<file path="src/rtl/pwm_pkg.sv">
// Shared definitions for the PWM generator/capture pair: capture FSM states
// and the counter width both sides agree on.
package pwm_pkg;

  localparam int PWM_W = 16;

  typedef enum logic [1:0] {
    IDLE = 2'd0,
    HIGH = 2'd1,
    LOW  = 2'd2
  } cap_state_e;

endpackage

</file>
<file path="src/rtl/pwm_sync_edge.sv">
// Synchronises an asynchronous input into the clk domain and produces
// single-cycle rise/fall strobes on the synchronised level.
module pwm_sync_edge #(
  parameter int SYNC_STAGES = 2
) (
  input  logic clk,
  input  logic rst,
  input  logic din,
  output logic s,
  output logic rise,
  output logic fall
);

  logic [SYNC_STAGES-1:0] chain;
  logic                   s_d;

  always_ff @(posedge clk or posedge rst) begin
    if (rst) begin
      chain <= '0;
      s_d   <= 1'b0;
    end else begin
      chain <= {chain[SYNC_STAGES-2:0], din};
      s_d   <= chain[SYNC_STAGES-1];
    end
  end

  assign s    = chain[SYNC_STAGES-1];
  assign rise = s & ~s_d;
  assign fall = ~s & s_d;

endmodule

</file>
<file path="src/rtl/pwm_capture.sv">
// Measures period and high time of an incoming PWM signal in clk cycles and
// flags inputs stuck high or low for a full counter range.
module pwm_capture
  import pwm_pkg::*;
#(
  parameter int W           = PWM_W,
  parameter int SYNC_STAGES = 2
) (
  input  logic         clk,
  input  logic         rst,
  input  logic         en,
  input  logic         pwm_in,
  output logic [W-1:0] period_o,
  output logic [W-1:0] high_o,
  output logic         meas_valid,
  output logic         stuck_high,
  output logic         stuck_low
);

  localparam logic [W-1:0] CNT_MAX = '1;
  localparam logic [W-1:0] CNT_ONE = W'(1);

  logic s, rise, fall;

  cap_state_e   state, state_n;
  logic [W-1:0] per_cnt, per_n;
  logic [W-1:0] hi_cnt, hi_n;
  logic [W-1:0] period_n, high_n;
  logic         valid_n, stuck_high_n, stuck_low_n;

  pwm_sync_edge #(.SYNC_STAGES(SYNC_STAGES)) u_sync (
    .clk  (clk),
    .rst  (rst),
    .din  (pwm_in),
    .s    (s),
    .rise (rise),
    .fall (fall)
  );

  always_ff @(posedge clk or posedge rst) begin
    if (rst) begin
      state      <= IDLE;
      per_cnt    <= '0;
      hi_cnt     <= '0;
      period_o   <= '0;
      high_o     <= '0;
      meas_valid <= 1'b0;
      stuck_high <= 1'b0;
      stuck_low  <= 1'b0;
    end else begin
      state      <= state_n;
      per_cnt    <= per_n;
      hi_cnt     <= hi_n;
      period_o   <= period_n;
      high_o     <= high_n;
      meas_valid <= valid_n;
      stuck_high <= stuck_high_n;
      stuck_low  <= stuck_low_n;
    end
  end

  // In IDLE per_cnt doubles as the stuck-low timer; it only runs while
  // enabled and the line is low, so a line parked high is not called stuck low.
  always_comb begin
    state_n      = state;
    per_n        = per_cnt;
    hi_n         = hi_cnt;
    period_n     = period_o;
    high_n       = high_o;
    valid_n      = 1'b0;
    stuck_high_n = stuck_high;
    stuck_low_n  = stuck_low;

    unique case (state)
      IDLE: begin
        if (!en) begin
          per_n = '0;
        end else if (rise) begin
          state_n      = HIGH;
          per_n        = CNT_ONE;
          hi_n         = CNT_ONE;
          stuck_high_n = 1'b0;
          stuck_low_n  = 1'b0;
        end else if (s) begin
          per_n = '0;
        end else if (per_cnt == CNT_MAX) begin
          per_n        = '0;
          stuck_low_n  = 1'b1;
          stuck_high_n = 1'b0;
        end else begin
          per_n = per_cnt + CNT_ONE;
        end
      end

      HIGH: begin
        if (!en) begin
          state_n = IDLE;
          per_n   = '0;
          hi_n    = '0;
        end else if (per_cnt == CNT_MAX) begin
          // A fall here would leave no room to count the low phase: abandon it.
          state_n = IDLE;
          per_n   = '0;
          hi_n    = '0;
          if (!fall) begin
            stuck_high_n = 1'b1;
            stuck_low_n  = 1'b0;
          end
        end else if (fall) begin
          state_n = LOW;
          per_n   = per_cnt + CNT_ONE;
        end else begin
          per_n = per_cnt + CNT_ONE;
          hi_n  = hi_cnt + CNT_ONE;
        end
      end

      LOW: begin
        if (!en) begin
          state_n = IDLE;
          per_n   = '0;
          hi_n    = '0;
        end else if (rise) begin
          state_n      = HIGH;
          period_n     = per_cnt;
          high_n       = hi_cnt;
          valid_n      = 1'b1;
          per_n        = CNT_ONE;
          hi_n         = CNT_ONE;
          stuck_high_n = 1'b0;
          stuck_low_n  = 1'b0;
        end else if (per_cnt == CNT_MAX) begin
          state_n      = IDLE;
          per_n        = '0;
          hi_n         = '0;
          stuck_low_n  = 1'b1;
          stuck_high_n = 1'b0;
        end else begin
          per_n = per_cnt + CNT_ONE;
        end
      end

      default: begin
        state_n = IDLE;
        per_n   = '0;
        hi_n    = '0;
      end
    endcase
  end

endmodule

</file>
<file path="config.mk">
export PLATFORM = sky130hd
export DESIGN_NAME = pwm_capture
export DESIGN_NICKNAME = d
export VERILOG_FILES = /design/src/rtl/pwm_pkg.sv /design/src/rtl/pwm_sync_edge.sv /design/src/rtl/pwm_capture.sv
export SDC_FILE = /design/constraint.sdc
export NUM_CORES = 1
export LEC_CHECK = 0
export ABC_CLOCK_PERIOD_IN_PS = 2000
export BUFFER_PORTS_ARGS = -buffer_cell sky130_fd_sc_hd__buf_2
export CAP_MARGIN = 20
export CORE_MARGIN = 2
export CORE_UTILIZATION = 45
export CTS_CLUSTER_SIZE = 25
export DETAILED_ROUTE_END_ITERATION = 10
export GPL_TIMING_DRIVEN = 1
export PLACE_DENSITY = 0.67
export REMOVE_ABC_BUFFERS = 1
export SLEW_MARGIN = 30
export SYNTH_ARGS = -nofsm -noshare
export SYNTH_HDL_FRONTEND = slang
export SYNTH_HIERARCHICAL = 1
export SYNTH_SLANG_ARGS = --single-unit
</file>
<file path="constraint.sdc">
create_clock -name clk -period 2 [get_ports clk]
set_clock_uncertainty 0.2 [all_clocks]
set_input_delay 0.2 -clock clk [delete_from_list [all_inputs] [get_ports clk]]
set_output_delay 0.2 -clock clk [all_outputs]
set_load 0.05 [all_outputs]
</file>
==> run summary <==
The flow ran to the end, but the final reports show violations. The checks that failed: setup timing. Pin placement for this block handled 39 I/O pins. The peak clock frequency supported by timing is 493 MHz. The number of cells on the worst reg-to-reg path is 9.

In this run the critical register-to-register path is captured at hi_cnt[12]. The internal cell power came out at 0.00258 W. The wire-length estimate of the detail-placed layout is ~4900 um. The number of flops mapped to enable cells by yosys came out at 0. The combined global-route utilization of all metal layers is 20.2%. The tightest min-delay check is of the input port to flop type.

After layout, the worst path uses 101% of the clock period. The final-report max-slew violation count is 0. Clock tree synthesis found a total of 72 sinks. The clock network fraction of total power is 46.1%. The final-report setup violation count is 9.

The setup slack on the worst flop-to-flop path is -0.03 ns. The fraction of power spent switching nets is 22.3%. The floorplan has 31 rows. The filler cell count came out at 631. Once detail routing completed, the nets flagged for antenna violations numbered 0. Final hold analysis gives a worst-case slack of 0.0486 ns. The effective utilization at floorplan came out at 45.8%. The worst register-to-register path begins at per_cnt[1]. The post-detailed-route DRC marker count is 0.

IR analysis of the VDD net gives a maximum drop of approximately 0.35 mV. The number of antenna violations at the first check in global routing came out at 0. The relative max-transition margin came out at around 57%. After clock tree synthesis, the clock-pin slew on the worst setup and hold paths is approximately 0.08 ns. The share of power burned in registers is 45.5%. The via density per instance came out at 5.08. The later pin in the worst-skew pair is clocked with a latency of ~0.36 ns.

The total cell area at the placement stage came out at roughly 3800 um^2. The number of maximum-capacitance violations is 0. The power spent charging and discharging nets came out at 0.000737 W. The design draws roughly 0.0033 W. The post-synthesis async set-or-reset flop share is 100%. The first global-routing pass estimated 12300 um of wire. The maximum fanout along the worst path is 7. Counting along the longest clock path gives a buffer depth of 2. After detailed routing, the average wire length per cell comes to ~14 um. The pre-CTS worst setup slack is -0.134 ns. Summing all flip-flop and latch instances after layout gives 1800 um^2. The sequential element share of the synthesized area is a little over half. The width of the die is 89.4 um. The fraction of layout cells with a size suffix above 1 came out at between 20 and 30%. Synthesis produced a netlist whose cell count is 355. The post-route cell area is approximately 4300 um^2.

The flip-flop and latch count after synthesis came out at 72. The nature of the critical path endpoint is a flop. The largest net degree at the start of global routing came out at 70. The total wire length after detailed routing is 7390 um.

For the final routed database, the setup TNS stands at -0.114 ns. The CTS tree is yes. The via count of the first global-routing pass is ~2.7k. The length of the first detailed-routing pass in iterations is 4. The core region is about 7200 um^2.

Setup repair after global routing could not meet its margin everywhere. The critical path data arrival time is just over 2 ns. The die footprint is between 7000 and 8000 um^2. The antenna cell count came out at 0. The critical path is of the flop to flop type.

The total CTS buffers came out at 9. The number of different library cells in the post-synthesis netlist came out at 39. The number of H-tree branching levels is 3. The slew of the pin with the lowest slew margin is roughly 0.65 ns.

Summing over every cut layer, the via total after detailed routing is approximately 2.7k. The final worst setup slack is -0.0267 ns. The leakage power figure came out at around 2.2 nW. In the final design database the tool counted 442 nets.

In this run the power density over the cells is slightly below 800 nW/um^2. The starting DRC count in detailed routing came out at between 150 and 200. Counting instances, the worst hold path has a depth of 3. The quantity of I/O buffers inserted on ports came out at 38. The kind of start point of the critical path is a flop. Among all flip-flop cells after synthesis, the most frequent one is sky130_fd_sc_hd__dfrtp_1. A synthesized cell averages between 9 and 10 um^2.

The post-synthesis instance area came out at between 3000 and 4000 um^2. The startpoint identified for the worst hold timing path is en. The path with the worst hold slack has its endpoint at state[0].

The final-report hold violation count is 0. The total overflow reported by the global router came out at 0. The area occupied by multi-input gates is ~1500 um^2. In this run the clock root is driven by a sky130_fd_sc_hd__clkbuf_8. The congestion estimate from routability-driven global placement came to between 0.8 and 0.9. The area growth from synthesis to final layout is 29.6%. The die boundary height is 89.4 um. The minimum clock period came out at between 2 and 2.5 ns. The data required time of the worst path came out at between 2 and 2.5 ns.

The synthesis warning total came out at 6. Of the total power, combinational logic draws 8.4%.
routing by layer:
metal	up-vias	GRT usage, %	wire, um
li1	1363	-	-
met1	1323	26.3	3360
met2	42	33.7	3690
met3	11	4.16	235
met4	0	7.19	91
met5	-	0	0
state kept, by name (all words and copies together), names as in the netlist:
register      cells
stuck_low         1
state             2
u_sync/s_d        1
stuck_high        1
period_o         16
per_cnt          16
high_o           16
hi_cnt           16
u_sync/chain      2
meas_valid        1
placed cells by master (no fill, tap or decap), types with 3 or more instances in the layout:
cell type and instances:
sky130_fd_sc_hd__buf_2 38, sky130_fd_sc_hd__bufinv_16 4, sky130_fd_sc_hd__nor3_1 12, sky130_fd_sc_hd__xor2_1 8
sky130_fd_sc_hd__or3_1 6, sky130_fd_sc_hd__nor2_1 27, sky130_fd_sc_hd__inv_1 7, sky130_fd_sc_hd__xnor2_1 6
sky130_fd_sc_hd__dfrtp_1 72, sky130_fd_sc_hd__o21ai_0 12, sky130_fd_sc_hd__buf_4 42, sky130_fd_sc_hd__a21oi_1 8
sky130_fd_sc_hd__nand4_1 4, sky130_fd_sc_hd__nand3_1 14, sky130_fd_sc_hd__clkbuf_8 10, sky130_fd_sc_hd__nand2_1 102
sky130_fd_sc_hd__o21ai_1 12, sky130_fd_sc_hd__o31ai_1 3, sky130_fd_sc_hd__a21oi_2 3, sky130_fd_sc_hd__buf_6 3
sky130_fd_sc_hd__and3_1 8
worst max-delay path, stage by stage, from the launching register on:
cell	delay, ns
sky130_fd_sc_hd__dfrtp_1	0.36
sky130_fd_sc_hd__ha_1	0.16
sky130_fd_sc_hd__nand4_1	0.08
sky130_fd_sc_hd__buf_4	0.17
sky130_fd_sc_hd__o41ai_4	0.33
sky130_fd_sc_hd__buf_4	0.20
sky130_fd_sc_hd__buf_4	0.13
sky130_fd_sc_hd__nor3_1	0.05
sky130_fd_sc_hd__o21ai_1	0.15
sky130_fd_sc_hd__o21ai_1	0.08
stage by stage:
step | utilization (%) | std cells
5_1_grt | 59.3 | 539
2_1_floorplan | - | 339
4_1_cts | 58.8 | 536
3_5_place_dp | 53.3 | 515
3_3_place_gp | 53.3 | 515
6_report | 59.3 | 539
power groups by stage:
stage	Combinational (W)	Sequential [W]	Clock, W
floorplan	0.000113	0.00155	0
global placement	0.000232	0.00153	0
detailed placement	0.000237	0.00153	0
CTS	0.000271	0.00151	0.00155
global route	0.000308	0.00151	0.00162
finish	0.000279	0.00151	0.00153
cell type report:
cell class,instances,area share [%]
inverter,9,0.794
clock inverter,5,3.03
timing repair buffer,86,13.6
multi-input combinational,258,34.1
sequential,72,42.3
clock buffer,10,3.23
tap,99,2.91
worst max-delay path by stage:
stage | to | startpoint
4_1_cts | hi_cnt[11] | u_sync/chain[1]
3_3_place_gp | hi_cnt[11] | u_sync/chain[1]
6_report | hi_cnt[12] | per_cnt[1]
5_1_grt | hi_cnt[11] | per_cnt[1]
2_1_floorplan | high_o[10] | u_sync/chain[1]
3_5_place_dp | hi_cnt[5] | u_sync/chain[1]
logic make-up after synthesis:
kind of cell	Yosys count	share of synthesized area, %
xor gates and xnor gates	14	3.73
and+or+nand+nor	191	27.3
DFF	72	54.9
adders and majority gates	2	0.762
AOI/OAI and AO/OA	51	9.98
buffers and inverters	25	3.35
what timing repair did:
item | 4_1_cts | 5_1_grt
hold buffers | 2 | 0
pin swaps | 13 | 5
endpoints found under the hold margin | 73 | 0
setup buffers | 3 | 3
setup endpoints to repair | 29 | 33
gates cloned | 1 | 0
resized for setup | 16 | 16
Yosys cell counts (3+ instances only):
cell / instances / share of area (%)
sky130_fd_sc_hd__nand3_1: 15 / 2.3
sky130_fd_sc_hd__o21ai_0: 24 / 3.7
sky130_fd_sc_hd__a21oi_1: 11 / 1.7
sky130_fd_sc_hd__and3_1: 8 / 1.5
sky130_fd_sc_hd__or3_1: 6 / 1.1
sky130_fd_sc_hd__clkbuf_1: 8 / 0.91
sky130_fd_sc_hd__nor3_1: 13 / 2.0
sky130_fd_sc_hd__a311oi_1: 3 / 0.80
sky130_fd_sc_hd__nor2_1: 27 / 3.1
sky130_fd_sc_hd__o31ai_1: 4 / 0.91
sky130_fd_sc_hd__xor2_1: 8 / 2.1
sky130_fd_sc_hd__buf_2: 7 / 1.1
sky130_fd_sc_hd__dfrtp_1: 72 / 55
sky130_fd_sc_hd__nand4_1: 4 / 0.76
sky130_fd_sc_hd__xnor2_1: 6 / 1.6
sky130_fd_sc_hd__nand2_1: 102 / 12
sky130_fd_sc_hd__inv_1: 9 / 1.0
Power figures use the tool's default switching activity.
